**src/rtl/mips_pkg.sv**
```systemverilog
// Shared encodings for the MIPS-style EX stage: ALU opcodes, destination select
// and the multiply/divide sequencer states.
package mips_pkg;

    typedef enum logic [2:0] {
        ALU_ADD   = 3'b000,
        ALU_SUB   = 3'b001,
        ALU_AND   = 3'b010,
        ALU_OR    = 3'b011,
        ALU_SLT   = 3'b100,
        ALU_MULTU = 3'b101,
        ALU_DIVU  = 3'b110,
        ALU_MDR   = 3'b111
    } alu_op_e;

    typedef enum logic [1:0] {
        RDST_RT   = 2'b00,
        RDST_RD   = 2'b01,
        RDST_RA   = 2'b10,
        RDST_ZERO = 2'b11
    } reg_dst_e;

    typedef enum logic [1:0] {
        MD_IDLE = 2'b00,
        MD_BUSY = 2'b01,
        MD_DONE = 2'b10
    } md_state_e;

    localparam logic [4:0] REG_RA = 5'd31;

endpackage

```
**src/rtl/md_unit.sv**
```systemverilog
// Iterative unsigned multiply (shift-add) / divide (restoring) with HI/LO.
// One iteration per cycle; HI/LO are written only on the final iteration.
module md_unit
    import mips_pkg::*;
#(
    parameter int W       = 32,
    parameter int MD_ITER = 32
) (
    input  logic         clk,
    input  logic         rst,
    input  logic         start,
    input  logic         is_div,
    input  logic [W-1:0] a,
    input  logic [W-1:0] b,
    output logic         busy,
    output logic         done,
    output logic [W-1:0] hi,
    output logic [W-1:0] lo
);

    localparam int CNT_W = (MD_ITER > 1) ? $clog2(MD_ITER) : 1;

    md_state_e      state_r, state_nxt_s;
    logic [CNT_W-1:0] cnt_r;
    logic           is_div_r;
    // opnd_r holds the multiplicand or the divisor; acc_lo_r starts as multiplier or dividend
    logic [W-1:0]   opnd_r, acc_hi_r, acc_lo_r, hi_r, lo_r;
    logic [W-1:0]   iter_hi_s, iter_lo_s;
    logic [W:0]     mul_sum_s, div_shift_s, div_diff_s;

    // Single iteration of the shared mul/div datapath
    always_comb begin
        mul_sum_s   = {1'b0, acc_hi_r} + (acc_lo_r[0] ? {1'b0, opnd_r} : {(W+1){1'b0}});
        div_shift_s = {acc_hi_r, acc_lo_r[W-1]};
        div_diff_s  = div_shift_s - {1'b0, opnd_r};
        iter_hi_s   = acc_hi_r;
        iter_lo_s   = acc_lo_r;
        if (is_div_r) begin
            if (!div_diff_s[W]) begin
                iter_hi_s = div_diff_s[W-1:0];
                iter_lo_s = {acc_lo_r[W-2:0], 1'b1};
            end else begin
                iter_hi_s = div_shift_s[W-1:0];
                iter_lo_s = {acc_lo_r[W-2:0], 1'b0};
            end
        end else begin
            iter_hi_s = mul_sum_s[W:1];
            iter_lo_s = {mul_sum_s[0], acc_lo_r[W-1:1]};
        end
    end

    // Next-state logic: a held op in DONE never restarts the sequencer
    always_comb begin
        state_nxt_s = state_r;
        case (state_r)
            MD_IDLE: begin
                if (start) state_nxt_s = MD_BUSY;
                else       state_nxt_s = MD_IDLE;
            end
            MD_BUSY: begin
                if (cnt_r == {CNT_W{1'b0}}) state_nxt_s = MD_DONE;
                else                        state_nxt_s = MD_BUSY;
            end
            MD_DONE: state_nxt_s = MD_IDLE;
            default: state_nxt_s = MD_IDLE;
        endcase
    end

    // State, operand latch, accumulators, iteration counter and HI/LO
    always_ff @(posedge clk) begin
        if (rst) begin
            state_r  <= MD_IDLE;
            cnt_r    <= {CNT_W{1'b0}};
            is_div_r <= 1'b0;
            opnd_r   <= {W{1'b0}};
            acc_hi_r <= {W{1'b0}};
            acc_lo_r <= {W{1'b0}};
            hi_r     <= {W{1'b0}};
            lo_r     <= {W{1'b0}};
        end else begin
            state_r <= state_nxt_s;
            case (state_r)
                MD_IDLE: begin
                    if (start) begin
                        is_div_r <= is_div;
                        opnd_r   <= is_div ? b : a;
                        acc_hi_r <= {W{1'b0}};
                        acc_lo_r <= is_div ? a : b;
                        cnt_r    <= CNT_W'(MD_ITER - 1);
                    end
                end
                MD_BUSY: begin
                    acc_hi_r <= iter_hi_s;
                    acc_lo_r <= iter_lo_s;
                    if (cnt_r == {CNT_W{1'b0}}) begin
                        hi_r <= iter_hi_s;
                        lo_r <= iter_lo_s;
                    end else begin
                        cnt_r <= cnt_r - {{(CNT_W-1){1'b0}}, 1'b1};
                    end
                end
                default: ;
            endcase
        end
    end

    assign busy = (state_r != MD_IDLE);
    assign done = (state_r == MD_DONE);
    assign hi   = hi_r;
    assign lo   = lo_r;

endmodule

```
**src/rtl/ex_stage_md.sv**
```systemverilog
// EX stage: operand forwarding, single-cycle ALU, destination select and
// the stall control around the iterative multiply/divide unit.
module ex_stage_md
    import mips_pkg::*;
#(
    parameter int W       = 32,
    parameter int MD_ITER = 32
) (
    input  logic         clk,
    input  logic         rst,
    input  logic [2:0]   alu_op,
    input  logic         alu_src,
    input  logic         md_sel,
    input  logic [1:0]   reg_dst,
    input  logic [W-1:0] read_data1,
    input  logic [W-1:0] read_data2,
    input  logic [W-1:0] sgn_ext,
    input  logic [4:0]   rs,
    input  logic [4:0]   rt,
    input  logic [4:0]   rd,
    input  logic         exmem_wr,
    input  logic [4:0]   exmem_rd,
    input  logic [W-1:0] exmem_val,
    input  logic         memwb_wr,
    input  logic [4:0]   memwb_rd,
    input  logic [W-1:0] memwb_val,
    output logic [W-1:0] alu_result,
    output logic [W-1:0] store_data,
    output logic [4:0]   write_reg,
    output logic         stall_o,
    output logic         md_busy
);

    logic [W-1:0] fwd_a_s, fwd_b_s, alu_b_s, md_hi_s, md_lo_s;
    logic         md_start_s, md_is_div_s, md_busy_s, md_done_s;

    // Operand forwarding; the younger EX/MEM value takes priority over MEM/WB
    always_comb begin
        fwd_a_s = read_data1;
        if (exmem_wr && (exmem_rd == rs) && (exmem_rd != 5'd0)) begin
            fwd_a_s = exmem_val;
        end else if (memwb_wr && (memwb_rd == rs) && (memwb_rd != 5'd0)) begin
            fwd_a_s = memwb_val;
        end else begin
            fwd_a_s = read_data1;
        end
        fwd_b_s = read_data2;
        if (exmem_wr && (exmem_rd == rt) && (exmem_rd != 5'd0)) begin
            fwd_b_s = exmem_val;
        end else if (memwb_wr && (memwb_rd == rt) && (memwb_rd != 5'd0)) begin
            fwd_b_s = memwb_val;
        end else begin
            fwd_b_s = read_data2;
        end
    end

    assign alu_b_s     = alu_src ? sgn_ext : fwd_b_s;
    assign md_start_s  = (alu_op == ALU_MULTU) || (alu_op == ALU_DIVU);
    assign md_is_div_s = (alu_op == ALU_DIVU);

    md_unit #(.W(W), .MD_ITER(MD_ITER)) u_md (
        .clk    (clk),
        .rst    (rst),
        .start  (md_start_s),
        .is_div (md_is_div_s),
        .a      (fwd_a_s),
        .b      (alu_b_s),
        .busy   (md_busy_s),
        .done   (md_done_s),
        .hi     (md_hi_s),
        .lo     (md_lo_s)
    );

    // Single-cycle ALU and HI/LO read-out
    always_comb begin
        alu_result = {W{1'b0}};
        case (alu_op)
            ALU_ADD:   alu_result = fwd_a_s + alu_b_s;
            ALU_SUB:   alu_result = fwd_a_s - alu_b_s;
            ALU_AND:   alu_result = fwd_a_s & alu_b_s;
            ALU_OR:    alu_result = fwd_a_s | alu_b_s;
            ALU_SLT:   alu_result = {{(W-1){1'b0}}, (fwd_a_s < alu_b_s)};
            ALU_MDR:   alu_result = md_sel ? md_hi_s : md_lo_s;
            default:   alu_result = {W{1'b0}};
        endcase
    end

    // Destination register select
    always_comb begin
        write_reg = rt;
        case (reg_dst)
            RDST_RT:   write_reg = rt;
            RDST_RD:   write_reg = rd;
            RDST_RA:   write_reg = REG_RA;
            RDST_ZERO: write_reg = 5'd0;
            default:   write_reg = 5'd0;
        endcase
    end

    // Stall on issue and through BUSY; DONE lets the held op leave EX
    assign stall_o    = md_busy_s ? !md_done_s : md_start_s;
    assign md_busy    = md_busy_s;
    assign store_data = fwd_b_s;

endmodule

```
**config.mk**
```make
export PLATFORM = sky130hd
export DESIGN_NAME = ex_stage_md
export DESIGN_NICKNAME = d
export VERILOG_FILES = /design/src/rtl/mips_pkg.sv /design/src/rtl/md_unit.sv /design/src/rtl/ex_stage_md.sv
export SDC_FILE = /design/constraint.sdc
export NUM_CORES = 1
export LEC_CHECK = 0
export ABC_AREA = 1
export BUFFER_PORTS_ARGS = -buffer_cell sky130_fd_sc_hd__buf_4
export CAP_MARGIN = 5
export CORE_MARGIN = 4
export CORE_UTILIZATION = 40
export CTS_BUF_LIST = sky130_fd_sc_hd__clkbuf_8
export DETAILED_ROUTE_END_ITERATION = 16
export PLACE_DENSITY = 0.65
export SKIP_LAST_GASP = 1
export SYNTH_ARGS = -nofsm -noshare
export SYNTH_HDL_FRONTEND = slang
export SYNTH_SLANG_ARGS = --single-unit
```
**constraint.sdc**
```tcl
create_clock -name clk -period 5.45 [get_ports clk]
set_input_delay 0.545 -clock clk [delete_from_list [all_inputs] [get_ports clk]]
set_output_delay 0.545 -clock clk [all_outputs]
set_load 0.01 [all_outputs]
```
==> out/results.tsv <==
metric	value	unit
status	finished clean	
final core utilization	0.470	
Fin. Hold Viols	0	
Core Area	49300	sq um
total CTS buffers	17	
Area Overhead vs Synth	15.6	%
EDFF count, synth	0	
Period minus WS final	5130	ps
GR peak layer	met2	
placed insts	4380	
CTS tree	yes	
Post-Synth XOR/XNOR Area	0.0170	
First-pass DRT Iterations	6	
dpl hpwl	65700	um
initial core utilization	0.407	
FILL cells	5464	
top cell type's share of synthesized area	0.205	
Synth warnings	0	
Synth Area in Adders	0.108	
final net count	4102	
first-pass GRT wire length	124000	um
die area	53800	sq um
critical path class	in2out	
Compound-Gate Fraction of Synth Area	0.206	
worst slew pin tran	1050	ps
total setup buffers inserted after CTS	0	
Net Count, Synth	3903	
crit-path max FO	22	
initial antenna violation count	0	
DR vias/cell	5.40	
met2 usage	0.457	
CP max stage delay	440	ps
slowest CP cell	fa_1	
clock slew at reported path FFs	100	ps
routing usage on met1	0.402	
residual DRC count	0	
Die H	232	um
number of global-route vias before repair	22069	
crit share post-route	0.941	
Post-Synthesis Cells	3536	
Worst EP arrival	4580	ps
top post-synthesis cells by area	nand2_1 (21%), dfxtp_1 (17%), ha_1 (10%)	
pre-CTS setup slack	356	ps
GRT overflow	0	
max-slew violation count	0	
Seq. cell area	3360	sq um
Simple-Gate Fraction of Synth Area	0.371	
skew final	15.2	ps
post-route design area	23200	sq um
cell with the most instances after synthesis	nand2_1	
Finished Layout Cells	4412	
GPL Wtd Cong	1.00	
Die Width	232	um
P per Cell Area	197	nW/um^2
TNS Setup	0	ps
crit path capture type	primary output	
Post-synth top flop	dfxtp_1	
Synth Area per Inst	5.67	sq um
antenna fix cells	0	
Post-DRT Antenna Nets	0	
number of cell rows	81	
area of the multi-input gates	14200	sq um
Yosys reg bits	168	
RSZ-0062 raised after global routing	yes	
Synth top cells by count	nand2_1 (1096), inv_1 (512), nand3_1 (275)	
largest family of logic cells by synthesized area	simple AND/OR/NAND/NOR gates	
Fmax	195	MHz
Post-synth ARST share	0	
Hold/Removal Path Class	in2reg	
Static Leak	0.0118	uW
dominant cell type by area after synthesis	nand2_1	
GR Layer Usage met3	0.0456	
Worst VDD drop	0.159	mV
clk_lat worst skew	480	ps
Overall Global Routing Usage	0.290	
Max clock buf depth	2	
number of distinct library cells after synthesis	56	
clock root cell	clkbuf_8	
Most Frequent Cell on Critical Path	nand2_1	
largest net degree at the start of global routing	91	
Ports	267	
Slew HR	0.290	
clock sink count	168	
H-tree Lvls	4	
Port Buffer Count	266	
maxcap violations	0	
final WL	81200	um
post-synthesis mux area share	0.000999	
sequential area share after synthesis	0.168	
share of cells above drive strength 1	0.121	
final setup vio count	0	
wire per inst	18.4	um
CP required	4910	ps
placed cell area	22800	sq um
DRT iter0 DRCs	2226	
final worst slack	320	ps
total number of vias	23813	
CP startpoint kind	input port	
synthesized area	20000	sq um
logic make-up after synthesis:
logic type	after synthesis
DFF	168
and+or+nand+nor	1766
AOI/OAI and AO/OA	714
xor gates and xnor gates	39
buffers and inverters	676
adders and majority gates	171
muxes	2
critical path, delay by kind of cell:
family | cells | cell delay (ps)
buffers and inverters | 6 | 650
adders and majority gates | 2 | 800
AOI/OAI and AO/OA | 4 | 620
and+or+nand+nor | 18 | 1950
what timing repair did:
item | 4_1_cts | 5_1_grt
setup endpoints to repair | 0 | 11
resized for setup | 0 | 5
hold buffers | 0 | 0
area by class of cell:
class | instances | share of cell area
tap | 664 | 0.0359
timing repair buffer | 326 | 0.106
clock buffer | 20 | 0.0119
sequential | 168 | 0.145
inverter | 530 | 0.0860
multi-input combinational | 2692 | 0.611
clock inverter | 12 | 0.00443
report_power, final:
part | total, uW | switching [uW] | internal [uW]
clock | 872 | 477 | 395
sequential | 1370 | 69.2 | 1300
combinational | 2310 | 1540 | 768
state kept, by name, indices dropped and copies added (netlist names):
| register | flops |
|---|---|
| u_md.acc_hi_r | 32 |
| u_md.acc_lo_r | 32 |
| u_md.hi | 32 |
| u_md.lo | 32 |
| u_md.opnd_r | 32 |
| u_md.cnt_r | 5 |
| u_md.state_r | 2 |
| u_md.is_div_r | 1 |
per-layer routing:
layer | share of wire | routed length [um] | vias to the layer above
met1 | 0.44 | 35600 | 10866
li1 | - | - | 11904
met4 | 0.039 | 3160 | 2
met3 | 0.082 | 6690 | 126
met5 | 0.00069 | 56 | -
met2 | 0.44 | 35700 | 915
per-stage QoR:
stage               power (uW)  hold WS [ps]
floorplan                 2830           433
global placement          3660           440
detailed placement        3650           448
CTS                       4520           425
global route              4880           447
finish                    4550           461
worst paths after layout:
path,from,endpoint,slack (ps),cells past startpoint
setup / recovery,memwb_rd[4],alu_result[30],320,30
hold / removal,rst,u_md.acc_hi_r[14],460,2
setup reg to reg,u_md.acc_lo_r[31],u_md.hi[4],1770,23
hold reg to reg,u_md.lo[6],u_md.lo[6],470,1
cells in the final DEF, fill, tap and decap left out, types with 4 or more instances in the layout:
| cell | netlist | layout |
|---|---|---|
| a21oi_1 | 269 | 269 |
| nand3_1 | 275 | 275 |
| nor4_1 | 8 | 8 |
| o21ai_2 | 5 | 6 |
| a21boi_0 | 5 | 5 |
| nand4_1 | 32 | 32 |
| a31oi_1 | 57 | 57 |
| inv_2 | 12 | 14 |
| o21bai_1 | 7 | 7 |
| nand3b_1 | 7 | 7 |
| o22ai_1 | 5 | 5 |
| o21a_1 | 9 | 9 |
| fa_1 | 4 | 4 |
| o221ai_1 | 9 | 9 |
| o211ai_1 | 50 | 50 |
| xnor2_1 | 19 | 19 |
| buf_4 | 0 | 326 |
| nand2_1 | 1096 | 1095 |
| xor2_1 | 20 | 20 |
| inv_1 | 512 | 512 |
| clkbuf_8 | 0 | 20 |
| nor3_1 | 33 | 32 |
| nor2_2 | 3 | 6 |
| nand2_2 | 18 | 18 |
| nor2_4 | 4 | 7 |
| o21ai_0 | 207 | 207 |
| ha_1 | 167 | 165 |
| nand2_4 | 5 | 6 |
| nand3_2 | 13 | 13 |
| nor2_1 | 242 | 236 |
| or2_2 | 20 | 20 |
| a41oi_1 | 30 | 30 |
| o31ai_1 | 4 | 4 |
| clkinv_1 | 6 | 5 |
| a211oi_1 | 19 | 19 |
| a221oi_1 | 8 | 8 |
| dfxtp_1 | 168 | 167 |
| a21o_1 | 5 | 5 |
| o21ai_1 | 16 | 15 |
No activity file was read; power rests on OpenSTA's default activity.
